$ cat src/rtl/seg_pkg.sv
// Shared constants for the seven-segment capture path: DE10-Lite active-low
// digit patterns (bit0=a .. bit6=g), BCD codes and FSM state encoding.
package seg_pkg;

    localparam logic [6:0] SEG_0     = 7'b1000000;
    localparam logic [6:0] SEG_1     = 7'b1111001;
    localparam logic [6:0] SEG_2     = 7'b0100100;
    localparam logic [6:0] SEG_3     = 7'b0110000;
    localparam logic [6:0] SEG_4     = 7'b0011001;
    localparam logic [6:0] SEG_5     = 7'b0010010;
    localparam logic [6:0] SEG_6     = 7'b0000010;
    localparam logic [6:0] SEG_7     = 7'b1111000;
    localparam logic [6:0] SEG_8     = 7'b0000000;
    localparam logic [6:0] SEG_9     = 7'b0010000;
    localparam logic [6:0] SEG_BLANK = 7'b1111111;

    localparam logic [3:0] BCD_ERR   = 4'hE;
    localparam logic [3:0] BCD_BLANK = 4'hF;

    typedef enum logic {
        COLLECT = 1'b0,
        PRESENT = 1'b1
    } state_t;

endpackage

$ cat src/rtl/seg7_to_bcd.sv
// Combinational seven-segment pattern to BCD decoder with an unrecognised flag.
// Define SEG_BLANK_DECODE_EN to decode the all-off pattern as a blank digit.
module seg7_to_bcd
    import seg_pkg::*;
(
    input  logic [6:0] seg,
    output logic [3:0] bcd,
    output logic       err
);

    always_comb begin
        bcd = BCD_ERR;
        err = 1'b1;
        case (seg)
            SEG_0: begin bcd = 4'd0; err = 1'b0; end
            SEG_1: begin bcd = 4'd1; err = 1'b0; end
            SEG_2: begin bcd = 4'd2; err = 1'b0; end
            SEG_3: begin bcd = 4'd3; err = 1'b0; end
            SEG_4: begin bcd = 4'd4; err = 1'b0; end
            SEG_5: begin bcd = 4'd5; err = 1'b0; end
            SEG_6: begin bcd = 4'd6; err = 1'b0; end
            SEG_7: begin bcd = 4'd7; err = 1'b0; end
            SEG_8: begin bcd = 4'd8; err = 1'b0; end
            SEG_9: begin bcd = 4'd9; err = 1'b0; end
`ifdef SEG_BLANK_DECODE_EN
            SEG_BLANK: begin bcd = BCD_BLANK; err = 1'b0; end
`else
`endif
            default: begin bcd = BCD_ERR; err = 1'b1; end
        endcase
    end

endmodule

$ cat src/rtl/seg_capture_decoder.sv
// Captures debounced seven-segment digits per slot and presents a full frame
// with valid/ready handshake. Optional macro SEG_BLANK_DECODE_EN (see seg7_to_bcd).
module seg_capture_decoder
    import seg_pkg::*;
#(
    parameter int NUM_DIGITS    = 6,
    parameter int STABLE_CYCLES = 4
)
(
    input  logic                    clk,
    input  logic                    reset,
    input  logic [6:0]              seg_in,
    input  logic [2:0]              seg_idx,
    input  logic                    seg_strobe,
    output logic [4*NUM_DIGITS-1:0] out_bcd,
    output logic [NUM_DIGITS-1:0]   out_err,
    output logic                    out_valid,
    input  logic                    out_ready,
    output logic                    busy
);

    localparam int CNT_W = (STABLE_CYCLES > 1) ? $clog2(STABLE_CYCLES) : 1;
    localparam logic [CNT_W-1:0] CNT_MAX = CNT_W'(STABLE_CYCLES - 1);

    state_t                state;
    state_t                state_next;
    logic [2:0]            last_idx;
    logic [6:0]            last_seg;
    logic                  sample_valid;
    logic [CNT_W-1:0]      count;
    logic [CNT_W-1:0]      count_next;
    logic [NUM_DIGITS-1:0] captured;
    logic [NUM_DIGITS-1:0] write_en;
    logic                  collect_strobe;
    logic                  idx_ok;
    logic                  sample_match;
    logic                  accept;
    logic                  transfer;
    logic [3:0]            dec_bcd;
    logic                  dec_err;

    seg7_to_bcd u_decode (
        .seg (seg_in),
        .bcd (dec_bcd),
        .err (dec_err)
    );

    assign busy = (state == PRESENT);

    // count holds (identical samples seen - 1), so a digit is accepted on the
    // STABLE_CYCLES-th consecutive identical strobe and on every one after it.
    always_comb begin
        collect_strobe = (state == COLLECT) && seg_strobe;
        idx_ok         = (32'(seg_idx) < NUM_DIGITS);
        sample_match   = sample_valid && (seg_idx == last_idx) && (seg_in == last_seg);
        transfer       = (state == PRESENT) && out_valid && out_ready;
        count_next     = count;
        accept         = 1'b0;
        write_en       = '0;
        if (collect_strobe && idx_ok) begin
            if (sample_match) begin
                count_next = (count == CNT_MAX) ? CNT_MAX : count + 1'b1;
            end else begin
                count_next = '0;
            end
            accept = (count_next == CNT_MAX);
        end
        for (int k = 0; k < NUM_DIGITS; k++) begin
            if (accept && (32'(seg_idx) == k)) begin
                write_en[k] = 1'b1;
            end
        end
    end

    always_comb begin
        state_next = state;
        if (state == COLLECT) begin
            if (&captured) begin
                state_next = PRESENT;
            end
        end else begin
            if (transfer) begin
                state_next = COLLECT;
            end
        end
    end

    always_ff @(posedge clk) begin
        if (reset) begin
            state        <= COLLECT;
            out_valid    <= 1'b0;
            out_bcd      <= {NUM_DIGITS{BCD_BLANK}};
            out_err      <= '0;
            captured     <= '0;
            count        <= '0;
            sample_valid <= 1'b0;
            last_idx     <= '0;
            last_seg     <= '0;
        end else begin
            state     <= state_next;
            out_valid <= (state_next == PRESENT);
            if (transfer) begin
                captured <= '0;
                count    <= '0;
            end else if (collect_strobe) begin
                // Out-of-range slots break any stability run in progress.
                if (!idx_ok) begin
                    count        <= '0;
                    sample_valid <= 1'b0;
                end else begin
                    last_idx     <= seg_idx;
                    last_seg     <= seg_in;
                    sample_valid <= 1'b1;
                    count        <= count_next;
                    for (int k = 0; k < NUM_DIGITS; k++) begin
                        if (write_en[k]) begin
                            out_bcd[4*k +: 4] <= dec_bcd;
                            out_err[k]        <= dec_err;
                            captured[k]       <= 1'b1;
                        end
                    end
                end
            end
        end
    end

endmodule

$ cat config.mk
export PLATFORM = sky130hd
export DESIGN_NAME = seg_capture_decoder
export DESIGN_NICKNAME = d
export VERILOG_FILES = /design/src/rtl/seg_pkg.sv /design/src/rtl/seg7_to_bcd.sv /design/src/rtl/seg_capture_decoder.sv
export SDC_FILE = /design/constraint.sdc
export NUM_CORES = 1
export LEC_CHECK = 0
export ABC_AREA = 1
export CAP_MARGIN = 5
export CORE_ASPECT_RATIO = 0.6
export CORE_MARGIN = 2
export CORE_UTILIZATION = 46
export CTS_CLUSTER_SIZE = 20
export DETAILED_ROUTE_END_ITERATION = 12
export PLACE_DENSITY = 0.75
export SETUP_SLACK_MARGIN = 0.15
export SLEW_MARGIN = 30
export SYNTH_ARGS = -nofsm -noshare
export SYNTH_HDL_FRONTEND = slang
export SYNTH_HIERARCHICAL = 1
export SYNTH_SLANG_ARGS = --single-unit
$ cat constraint.sdc
create_clock -name clk -period 1.8 [get_ports clk]
set_clock_uncertainty 0.2 [all_clocks]
set_input_delay 0.36 -clock clk [delete_from_list [all_inputs] [get_ports clk]]
set_output_delay 0.36 -clock clk [all_outputs]
set_load 0.05 [all_outputs]
# Yosys cells after proc, flatten, opt, wreduce, memory -nomap -nowiden
# Index checks and enable logic that the tools add are counted.
[totals]
reg_bits = 50
input_bits = 14
out_inout_bits = 32
word_cells = 95
[op_classes]
addsub = 1
magnitude_cmp = 1
n_eq_ne = 19
mux = 18
bitwise = 2
n_reduce_logical = 31
[op_table]
columns = ["operator", "n"]
rows = [
  ["case mux 4 bit (10 select lines)", 1],
  ["AND reduction 4 bit", 6],
  ["equality test 7 x 5 -> 1 bit (second input constant)", 3],
  ["equality test 7 bit (second input constant)", 3],
  ["AND reduction 3 bit", 7],
  ["equality test 7 x 6 -> 1 bit (second input constant)", 2],
  ["2-to-1 mux 1 bit", 12],
  ["logical AND 1 bit", 11],
  ["2-to-1 mux 2 bit", 5],
  ["OR reduction 10 bit", 1],
  ["equality test 7 x 2 -> 1 bit (second input constant)", 1],
  ["equality test 7 bit", 1],
  ["logical NOT 7 bit", 1],
  ["equality test 3 x 2 -> 1 bit (second input constant)", 2],
  ["equality test 3 bit (second input constant)", 2],
  ["AND reduction 6 bit", 1],
  ["equality test 2 bit (second input constant)", 2],
  ["AND reduction 2 bit", 2],
  ["equality test 3 x 1 -> 1 bit (second input constant)", 1],
  ["equality test 3 bit", 1],
  ["logical NOT 3 bit", 1],
  ["< comparator 3 bit (second input constant)", 1],
  ["adder 2 x 1 -> 2 bit (second input constant)", 1],
  ["!= test 2 x 1 -> 1 bit (second input constant)", 1],
  ["other kinds (2)", 3],
]

# Depth between registers and ports, before layout
# Gate-level depths: netlist of the first run.
[logic_depth]
depth_word = 10
mapped_depth = 12
ltp_nobuf = 12

# Hierarchy
# Netlist of the first run, hierarchy kept.
[modules_own_cells]
columns = ["mod", "instances", "cells_per_inst", "area_per_inst_um2", "seq_area_each_um2"]
rows = [
  ["seg_capture_decoder", 1, 293, 2140.8, 1001.0],
  ["seg7_to_bcd", 1, 50, 219.0, 0.0],
]

# Least setup slack after synthesis of the first run
# No wires, ideal clock.
[synth_timing]
path_kind = "reg2reg"
from = "register state (netlist: busy)"
to = "register out_bcd[16]"
setup_ns = 0.130
arrival_time_ns = 1.604
t_required_ns = 1.470
slack_ns = -0.134
path_stages_with_launch = 10
n_path_buf = 1
synth_period_minus_slack_ns = 1.934
path_cell_list = "dfxtp_1 > nor2_1 > o21ai_1 > nor2_2 > nand3_4 > nor2_4 > buf_6 > nand2_2 > nand2_1 > nand3_1"
[synth_via]
elab_chain_len = 7
elab_cells_between_ends = 9
classes_between = "mux (2); bitwise (2); reduce/logical (5)"
[synth_rtl]
columns = ["item", "line_no", "source"]
rows = [
  ["from (decl)", "seg_capture_decoder.sv:25", "state_t state;"],
  ["from (signal assigned)", "seg_capture_decoder.sv:100", "state <= state_next;"],
  ["inverter 1 bit", "--", ""],
  ["logical AND 1 bit", "seg_capture_decoder.sv:53", "collect_strobe = (state == COLLECT) && seg_strobe;"],
  ["logical AND 1 bit", "seg_capture_decoder.sv:60", "if (collect_strobe && idx_ok) begin"],
  ["2-to-1 mux 1 bit", "seg_capture_decoder.sv:60", ""],
  ["logical AND 1 bit", "seg_capture_decoder.sv:69", "if (accept && (32'(seg_idx) == k)) begin"],
  ["2-to-1 mux 1 bit", "seg_capture_decoder.sv:69", ""],
  ["AND reduction 4 bit (no source line) *", "--", ""],
  ["to (signal assigned)", "seg_capture_decoder.sv:92", "out_bcd <= {NUM_DIGITS{BCD_BLANK}};"],
  ["to (decl)", "seg_capture_decoder.sv:15", "output logic [4*NUM_DIGITS-1:0] out_bcd,"],
]
# Mark *: on every way between the ends. The rest lies on a longest branch, timed or not.
# A chain may end at the register's enable or synchronous reset.

# Final worst setup path of the first run
[layout_timing]
from = "register last_idx[2]"
to = "register out_err[4]"
[layout_via]
elab_chain_len = 10
[layout_rtl]
columns = ["item", "line_no", "source"]
rows = [
  ["from (decl)", "seg_capture_decoder.sv:27", "logic [2:0] last_idx;"],
  ["from (signal assigned)", "seg_capture_decoder.sv:111", "last_idx <= seg_idx;"],
  ["equality test 3 bit", "seg_capture_decoder.sv:55", "sample_match = sample_valid && (seg_idx == last_idx) && (seg_in == last_seg);"],
  ["logical AND 1 bit (2 in series)", "seg_capture_decoder.sv:55", ""],
  ["2-to-1 mux 2 bit", "seg_capture_decoder.sv:61", "if (sample_match) begin"],
  ["2-to-1 mux 2 bit", "seg_capture_decoder.sv:60", ""],
  ["equality test 2 bit", "seg_capture_decoder.sv:66", "accept = (count_next == CNT_MAX);"],
  ["2-to-1 mux 1 bit", "seg_capture_decoder.sv:60", ""],
  ["logical AND 1 bit", "seg_capture_decoder.sv:69", ""],
  ["2-to-1 mux 1 bit", "seg_capture_decoder.sv:69", ""],
  ["AND reduction 4 bit (no source line)", "--", ""],
  ["to (signal, indexed assignment)", "seg_capture_decoder.sv:118", "out_err[k] <= dec_err;"],
  ["to (decl)", "seg_capture_decoder.sv:16", "output logic [NUM_DIGITS-1:0] out_err,"],
]
# No other way between the ends. The select of a mux whose other input is x is not followed.

==> results of run 1 <==
Yosys cell counts:
cell,n
nor3_1,7
nand2_4,2
clkbuf_1,4
nand3_4,1
buf_4,1
nor2_1,34
nor2_4,6
a21oi_2,2
o21ai_1,1
inv_2,4
dfxtp_1,50
nand2_1,104
buf_1,1
nor2_2,7
nand4_2,1
o21ai_0,9
buf_2,1
nand3_1,33
clkinv_1,1
nand4_1,2
inv_1,42
nand4_4,1
buf_6,1
a21oi_1,17
nand2_2,8
a221oi_1,1
nor4_1,1
a31oi_1,1
worst max-delay path by stage:
stage,start,end,slack [ns],cells after the start
2_1_floorplan,seg_in[6],out_bcd[16]$_SDFFE_PP1P_,0.16,10
3_3_place_gp,seg_in[5],out_bcd[13]$_SDFFE_PP1P_,-0.48,10
3_5_place_dp,seg_in[5],out_bcd[14]$_SDFFE_PP1P_,-0.58,10
4_1_cts,last_idx[1]$_SDFFE_PP0P_,out_err[4]$_SDFFE_PP0P_,-0.07,11
5_1_grt,last_idx[1]$_SDFFE_PP0P_,out_err[4]$_SDFFE_PP0P_,-0.24,11
6_report,last_idx[2]$_SDFFE_PP0P_,out_err[4]$_SDFFE_PP0P_,-0.13,9
report_power, final:
group          total [mW]  leakage (nW)  internal, mW  switching [mW]
Clock               0.757        0.0496         0.359           0.398
Combinational       0.282          1.23         0.107           0.175
Sequential           1.14         0.409          1.12          0.0123
Total                2.18          1.69          1.59           0.586
kinds of logic after synthesis:
logic type,Yosys count
DFF,50
and+or+nand+nor,207
buffers and inverters,55
AOI/OAI and AO/OA,31
cell type report:
cell class | count | area share
Multi-Input combinational cell | 238 | 0.3565
Sequential cell | 50 | 0.2668
Clock buffer | 7 | 0.02573
Tap cell | 66 | 0.02177
Clock inverter | 1 | 0.001979
Inverter | 47 | 0.04716
Timing Repair Buffer | 82 | 0.2800
state kept, by name, indices dropped and copies added, names as in the netlist:
name,cells
busy,1
captured,6
count,2
last_idx,3
last_seg,7
out_bcd,24
out_err,6
sample_valid,1
worst register-to-register path, delay by kind of cell, from the launching register on:
| family | cells | cell delay, ns |
|---|---|---|
| and+or+nand+nor | 7 | 1.06 |
| buffers and inverters | 2 | 0.24 |
| DFF | 1 | 0.38 |
metal layers:
| metal | vias up | wire [µm] | track usage |
|---|---|---|---|
| li1 | 1227 | - | - |
| met4 | 0 | 229 | 0.1107 |
| met2 | 95 | 3209 | 0.3790 |
| met5 | - | 0 | 0 |
| met1 | 1201 | 3240 | 0.3614 |
| met3 | 25 | 459 | 0.05089 |
repair_timing:
item	4_1_cts	5_1_grt
pin swaps	37	29
endpoints found under the setup margin	38	37
buffers inserted	1	2
resized for setup	33	44
gates cloned	1	0
per-stage QoR:
step           area [µm²]  worst slack [ns]
5_1_grt              3794           -0.2448
2_1_floorplan        2385            0.1554
3_5_place_dp         3431           -0.5773
3_3_place_gp         3431           -0.4840
4_1_cts              3646          -0.07427
6_report             3794           -0.1345
==> flow_metrics.tcl, run 1 <==
set metrics [dict create \
    status "complete, but fails checks" \
    violations "negative setup slack" \
    worstHoldStart "last_seg[3]$_SDFFE_PP0P_" \
    hpwl_um 4540 \
    multi_input_area_um2 1353 \
    report.final.slew_viol_count 0 \
    ys_seq_area_frac 0.4242 \
    post-route-min-period_ns 1.935 \
    drive_above_1_share 0.3812 \
    worstReg2RegEnd "out_err[4]$_SDFFE_PP0P_" \
    io_pins 46 \
    synth_fa_ha_area_frac 0 \
    route.detailed.drc 0 \
    path_cells "inv_1 -> nand2_1 -> nand4_2 -> nor2_4 -> buf_4 -> nand4_4 -> nor2_4 -> nor2_2 -> nor2_1" \
    critPathTopFamily "simple AND/OR/NAND/NOR gates" \
    tns_ns -2.658 \
    final_common_cell "nand2_1" \
    clock_sinks 50 \
    drt-total-wl_um 7139 \
    start_util 0.4715 \
    post-route-util 0.7580 \
    regToRegSetupSlack_ns -0.13 \
    syn_avg_cell_area_um2 6.880 \
    regArea_um2 1012 \
    synth_xor_area_frac 0 \
    syn_nets 357 \
    worst_slew_pin_slew_ns 0.7020 \
    yosys-top-cells-area "dfxtp_1, nand2_1, nand3_1" \
    path_clk_slew_ns 0.09 \
    yosysWarnings 6 \
    ant_nets 0 \
    critPathKind "reg -> reg" \
    grt_max_degree 40 \
    slew-limit-headroom 0.5284 \
    synth-simple-area-share 0.4120 \
    required_ns 1.86 \
    die-height_um 59.48 \
    hold_end "last_seg[3]$_SDFFE_PP0P_" \
    syn_area_um2 2360 \
    antenna_cells 0 \
    period_share 1.075 \
    die_w_um 96.47 \
    totalPowerFinal_mw 2.177 \
    cts_tree "done" \
    holdBufCountCts 0 \
    gp_congestion 0.8267 \
    detail_route.first_pass.iterations 4 \
    worst-r2r-cell-count 9 \
    synth_compound_area_frac 0.07105 \
    syn_inst 343 \
    crit_buf_inv 2 \
    hold_viol 0 \
    cts_root_buf "clkbuf_8" \
    power_density_nw_per_um2 573.8 \
    power_leakage_nw 1.685 \
    critical_path.max_stage_delay_ns 0.38 \
    crit_path_start_kind "flop" \
    max_cap_viol_count 0 \
    yosys-mux-area-fraction 0 \
    crit_top_cell "nor2_4" \
    hold_class "reg -> reg" \
    arrival_ns 1.99 \
    endpoint_kind "flop" \
    synth_cell_types 28 \
    reg2reg_from "last_idx[2]$_SDFFE_PP0P_" \
    vias 2548 \
    finalNonFillerCells 491 \
    io_buffers 45 \
    core_um2 5005 \
    placementRows 20 \
    numCtsBuffers 5 \
    hold_path_depth 2 \
    vias_per_cell 5.189 \
    setup_viol 33 \
    layout.nets 438 \
    rsz0062_at_grt "yes" \
    drtIter0Drc 157 \
    clock_latency_ns 0.32 \
    antenna_found_initial 0 \
    grt.total_usage 0.2551 \
    n_fill_cell 366 \
    final_cell_mix "nand2_1, dfxtp_1, inv_1" \
    critPathMaxFanout 6 \
    dp.cells 479 \
    synth_top_area_share 0.4242 \
    htree_levels 2 \
    wire_per_inst_um 14.54 \
    grt_overflow 0 \
    synth_top_area_cell "dfxtp_1" \
    dieArea_um2 5738 \
    max-vdd-ir-drop_uv 340.3 \
    timing.fmax_ghz 0.5169 \
    grt_pass1_vias 2342 \
    synth_top_family_by_area "simple AND/OR/NAND/NOR gates" \
    worst_slack_ns -0.1345 \
    ys_ff_latch 50 \
    grt_first_pass_wirelength_um 10900 \
    worst_hold_slack_ns 0.2722 \
    area_growth_pct 60.76 \
    slowest_stage "dfxtp_1" \
    clock_path_buffers 2 \
]
Power figures use the tool's default switching activity.
==> run 2: changes to the inputs <==
--- a/config.mk
+++ b/config.mk
@@ -14,3 +14,3 @@
 export DETAILED_ROUTE_END_ITERATION = 12
-export PLACE_DENSITY = 0.75
+export PLACE_DENSITY_LB_ADDON = 0.15
 export SETUP_SLACK_MARGIN = 0.15
==> constraint.sdc (replaced) <==
create_clock -name clk -period 1.8 [get_ports clk]
set_clock_uncertainty 0.2 [all_clocks]
set_input_delay 0.18 -clock clk [delete_from_list [all_inputs] [get_ports clk]]
set_output_delay 0.18 -clock clk [all_outputs]
set_load 0.05 [all_outputs]
==> run 2 against run 1 <==
Compared with the run above:
- the flow still finishes with violations (negative setup slack)
- sequential share of layout area grew 3.2 points
- die area unchanged
- combinational power is essentially flat
- final area shrank 11%
- critical path depth unchanged
- first-iteration DRC count fell by 43%
- core utilization decreased by 8.0 points
==> flow_metrics.tcl, run 2 (synthesis gave the netlist of run 1 again) <==
set metrics [dict create \
    post-route-min-period_ns 1.866 \
    violations "negative setup slack" \
    post-route-util 0.6778 \
    die-height_um 59.48 \
    layout.nets 437 \
    required_ns 1.83 \
    antenna_found_initial 0 \
    drt-total-wl_um 6378 \
    wire_per_inst_um 13.02 \
    grt_max_degree 40 \
    max-vdd-ir-drop_uv 318.1 \
    final_cell_mix "nand2_1, buf_4, dfxtp_1" \
    worst_slack_ns -0.06644 \
    grt_first_pass_wirelength_um 10180 \
    arrival_ns 1.90 \
    die_w_um 96.47 \
    final_common_cell "nand2_1" \
    hpwl_um 4588 \
    gp_congestion 0.8704 \
    detail_route.first_pass.iterations 5 \
    dieArea_um2 5738 \
    timing.fmax_ghz 0.5358 \
    hold_viol 0 \
    status "complete, but fails checks" \
    largest_reg_flops 24 \
    multi_input_area_um2 1334 \
    grt_pass1_vias 2149 \
    area_growth_pct 43.74 \
    cts_tree "done" \
    dp_slack_ns -0.3904 \
    drtIter0Drc 90 \
    placementRows 20 \
    numCtsBuffers 5 \
    clock_sinks 50 \
    grt.total_usage 0.2309 \
    critPathMaxFanout 6 \
    vias_per_cell 4.916 \
    path_clk_slew_ns 0.09 \
    cp-startpoint "last_idx[1]$_SDFFE_PP0P_" \
    worst_slew_pin_slew_ns 0.4227 \
    setup_viol 14 \
    max_cap_viol_count 0 \
    clock_latency_ns 0.30 \
    route.detailed.drc 0 \
    start_util 0.4715 \
    worstHoldStart "seg_in[1]" \
    antenna_cells 0 \
    critPathKind "reg -> reg" \
    period_share 1.037 \
    power_leakage_nw 1.584 \
    slew-limit-headroom 0.7161 \
    drive_above_1_share 0.3656 \
    ant_nets 0 \
    power_density_nw_per_um2 634.5 \
    regArea_um2 1012 \
    core_um2 5005 \
    grt_overflow 0 \
    report.final.slew_viol_count 0 \
    htree_levels 2 \
    clock_path_buffers 2 \
    vias 2409 \
    crit_path_start_kind "flop" \
    io_buffers 45 \
    endpoint_kind "flop" \
    reg2reg_from "last_idx[1]$_SDFFE_PP0P_" \
    rsz0062_at_grt "yes" \
    n_fill_cell 450 \
    cts_root_buf "clkbuf_8" \
    io_pins 46 \
    hold_class "in -> reg" \
    largest_register "out_bcd" \
    top_regs "out_bcd: 24 flops, last_seg: 7 flops" \
]
-- run 2: cell types whose count changed in the layout (fill, tap and decap cells not counted), moves of 3 or more --
cell	change
a21oi_1	+3
a21oi_2	-3
buf_12	-31
buf_4	+28
buf_6	+3
dlygate4sd2_1	-7
dlymetal6s2s_1	+6
nand2_2	-3
nand2_4	+4
nor2_2	-4
-- run 2: power breakdown --
part	internal [mW]	switching (mW)	total, mW	leakage (nW)
Sequential	1.12	0.0110	1.14	0.409
Clock	0.359	0.374	0.733	0.0496
Combinational	0.113	0.170	0.284	1.13
Total	1.60	0.555	2.15	1.58
-- run 2: routing by layer --
metal,vias to the layer above,GRT usage,routed length [µm]
met5,-,0,0
met4,0,0.03622,21
met3,2,0.04835,398
met2,66,0.3194,2641
met1,1107,0.3696,3316
li1,1234,-,-
-- run 2: cell type report --
type | count | area share
multi-input cells | 238 | 0.3932
flip-flops and latches | 50 | 0.2984
repair buffers | 81 | 0.2010
inverters | 47 | 0.05201
clock buffers | 7 | 0.02877
well taps | 66 | 0.02435
clock inverters | 1 | 0.002213
-- run 2: path summary, 6_finish.rpt --
check / to / slack, ns / cells after the start
hold reg to reg: last_seg[3]$_SDFFE_PP0P_ / 0.26 / 2
setup reg to reg: captured[5]$_SDFFE_PP0P_ / -0.07 / 9
hold / removal: last_seg[1]$_SDFFE_PP0P_ / 0.07 / 3
setup / recovery: captured[5]$_SDFFE_PP0P_ / -0.07 / 9
-- run 2: worst max-delay path, stage by stage (launching register included) --
cell and delay (ns):
dfxtp_2 0.34, buf_4 0.14, nand2_4 0.06, nand4_4 0.11
nor2_4 0.16, buf_6 0.12, nand4_4 0.22, nor2_4 0.27
nor2_1 0.07, nor2_1 0.11
-- run 2: repair_timing --
item | in CTS | in global routing
hold buffers | 0 | 0
pin swaps | 51 | 26
resized for setup | 24 | 50
endpoints found under the setup margin | 36 | 37
buffers inserted | 1 | 1
-- run 2: metrics by stage --
step | power, mW | area [µm²] | setup TNS (ns) | instances | hold slack (ns)
finish | 2.152 | 3392 | -0.2879 | 490 | 0.06773
floorplan | 1.285 | 2380 | 0 | 343 | 0.04907
detailed placement | 1.411 | 3058 | -11.95 | 480 | 0.2447
global placement | 1.409 | 3058 | -11.83 | 480 | 0.2435
CTS | 2.143 | 3219 | -0.5185 | 489 | 0.2640
global route | 2.241 | 3392 | -3.325 | 490 | 0.1101
==> run 3: changes to the inputs <==
- PLACE_DENSITY: not set -> 0.8
- PLACE_DENSITY_LB_ADDON: 0.15 -> not set
==> run 3 against run 2 <==
Compared with the run above:
- critical path type unchanged
- sequential cell count did not move
- largest cell class unchanged
- fmax fell by 4.8%
- final area rose by 3.6%
- largest power group unchanged
- worst hold slack improved by 0.13 ns
- the run still ends with negative setup slack left
==> flow_metrics.tcl, run 3 (synthesis gave the netlist of run 1 again) <==
set metrics [dict create \
    largest_reg_flops 24 \
    hold_viol 0 \
    hold_class "in -> reg" \
    vias_per_cell 5.144 \
    critPathMaxFanout 6 \
    ant_nets 0 \
    setup_viol 32 \
    worstHoldStart "seg_in[0]" \
    grt.total_usage 0.2486 \
    core_um2 5005 \
    path_clk_slew_ns 0.11 \
    worst-r2r-cell-count 9 \
    layout.nets 447 \
    status "complete, but fails checks" \
    top_regs "out_bcd: 24 flops, last_seg: 7 flops" \
    antenna_found_initial 0 \
    critPathKind "reg -> reg" \
    clock_path_buffers 2 \
    post-route-min-period_ns 1.961 \
    clock_sinks 50 \
    power_density_nw_per_um2 602.9 \
    n_fill_cell 369 \
    endpoint_kind "flop" \
    required_ns 1.84 \
    detail_route.first_pass.iterations 5 \
    slew-limit-headroom 0.7430 \
    violations "negative setup slack" \
    hold_end "last_seg[0]$_SDFFE_PP0P_" \
    max-vdd-ir-drop_uv 452.8 \
    worst_slack_ns -0.1609 \
    dp.cells 478 \
    vias 2572 \
    regArea_um2 1012 \
    die_w_um 96.47 \
    arrival_ns 2.00 \
    drtIter0Drc 169 \
    period_share 1.089 \
    dp_slack_ns -0.3980 \
    post-route-util 0.7020 \
    path_cells "inv_1 -> nand2_1 -> nand4_2 -> nor2_4 -> buf_4 -> nand4_4 -> nor2_4 -> nor2_1 -> nor2_1" \
    grt_first_pass_wirelength_um 10770 \
    htree_levels 2 \
    grt_overflow 0 \
    cts_root_buf "clkbuf_8" \
    reg2reg_from "last_idx[2]$_SDFFE_PP0P_" \
    grt_max_degree 31 \
    numCtsBuffers 5 \
    area_growth_pct 48.89 \
    hpwl_um 4682 \
    die-height_um 59.48 \
    hold_path_depth 3 \
    route.detailed.drc 0 \
    drt-total-wl_um 7302 \
    multi_input_area_um2 1351 \
    power_leakage_nw 1.586 \
    worst_slew_pin_slew_ns 0.3851 \
    final_cell_mix "nand2_1, buf_4, dfxtp_1" \
    drive_above_1_share 0.3710 \
    io_pins 46 \
    antenna_cells 0 \
    dieArea_um2 5738 \
    worstReg2RegEnd "out_err[5]$_SDFFE_PP0P_" \
    clock_latency_ns 0.31 \
    final_common_cell "nand2_1" \
    holdBufCountCts 0 \
    report.final.slew_viol_count 0 \
    gp_congestion 0.8681 \
    wire_per_inst_um 14.60 \
    placementRows 20 \
    timing.fmax_ghz 0.5100 \
    cts_tree "done" \
    critical_path.max_stage_delay_ns 0.39 \
    rsz0062_at_grt "yes" \
    max_cap_viol_count 0 \
    start_util 0.4715 \
    grt_pass1_vias 2274 \
    io_buffers 45 \
    crit_path_start_kind "flop" \
    tns_ns -2.797 \
    finalNonFillerCells 500 \
    largest_register "out_bcd" \
    regToRegSetupSlack_ns -0.16 \
    slowest_stage "dfxtp_1" \
    totalPowerFinal_mw 2.118 \
]
-- run 3: cell types whose count changed in the layout (fill, tap and decap cells not counted), sizes merged --
cell / previous run / this run
clkinv: 1 / 3
dlymetal6s2s: 6 / 0
dlygate4sd2: 4 / 5
buf: 68 / 78
clkdlybuf4s50: 3 / 8
clkbuf: 7 / 5
-- run 3: worst max-delay path, delay by kind of cell, from the launching register on --
family	cells	cell delay, ns
and+or+nand+nor	7	1.07
DFF	1	0.39
buffers and inverters	2	0.23
-- run 3: how the worst max path moves through the flow --
stage	from	end	slack, ns	depth (start not counted)
global placement	seg_in[1]	out_bcd[23]$_SDFFE_PP1P_	-0.33	12
floorplan	busy$_SDFF_PP0_	out_bcd[16]$_SDFFE_PP1P_	0.17	9
CTS	last_idx[1]$_SDFFE_PP0P_	out_err[4]$_SDFFE_PP0P_	-0.04	11
global route	seg_idx[2]	out_err[5]$_SDFFE_PP0P_	-0.23	10
finish	last_idx[2]$_SDFFE_PP0P_	out_err[5]$_SDFFE_PP0P_	-0.16	9
detailed placement	seg_in[6]	out_bcd[2]$_SDFFE_PP1P_	-0.40	10
-- run 3: cell type report --
type                    count  share of cell area
flip-flops and latches     50              0.2881
clock inverters             3            0.006054
clock buffers               5             0.01959
inverters                  47             0.05021
well taps                  66             0.02350
multi-input cells         238              0.3846
repair buffers             91              0.2279
-- run 3: stage by stage --
step	instance area, µm²	hold slack (ns)
after CTS	3307	0.1907
after floorplan	2380	0.04907
after global routing	3513	0.2235
after global placement	3055	0.2437
final	3513	0.1947
after detailed placement	3055	0.2484
-- run 3: power by group --
| part | total (mW) | internal (mW) | switching (mW) |
|---|---|---|---|
| Combinational | 0.303 | 0.132 | 0.171 |
| Clock | 0.678 | 0.274 | 0.404 |
| Sequential | 1.14 | 1.12 | 0.0120 |
| Total | 2.12 | 1.53 | 0.587 |
-- run 3: routing by layer --
layer,global-route usage,share of wire,vias to the layer above
met5,0,0,-
met4,0.05030,0.022,0
met3,0.06997,0.076,23
met2,0.3651,0.44,122
met1,0.3653,0.46,1174
li1,-,-,1253
-- run 3: what timing repair did --
| action | 4_1_cts | 5_1_grt |
|---|---|---|
| resized for setup | 25 | 45 |
| setup endpoints to repair | 36 | 38 |
| pin swaps | 41 | 33 |
| buffers inserted | 10 | 3 |
| gates cloned | 1 | 0 |
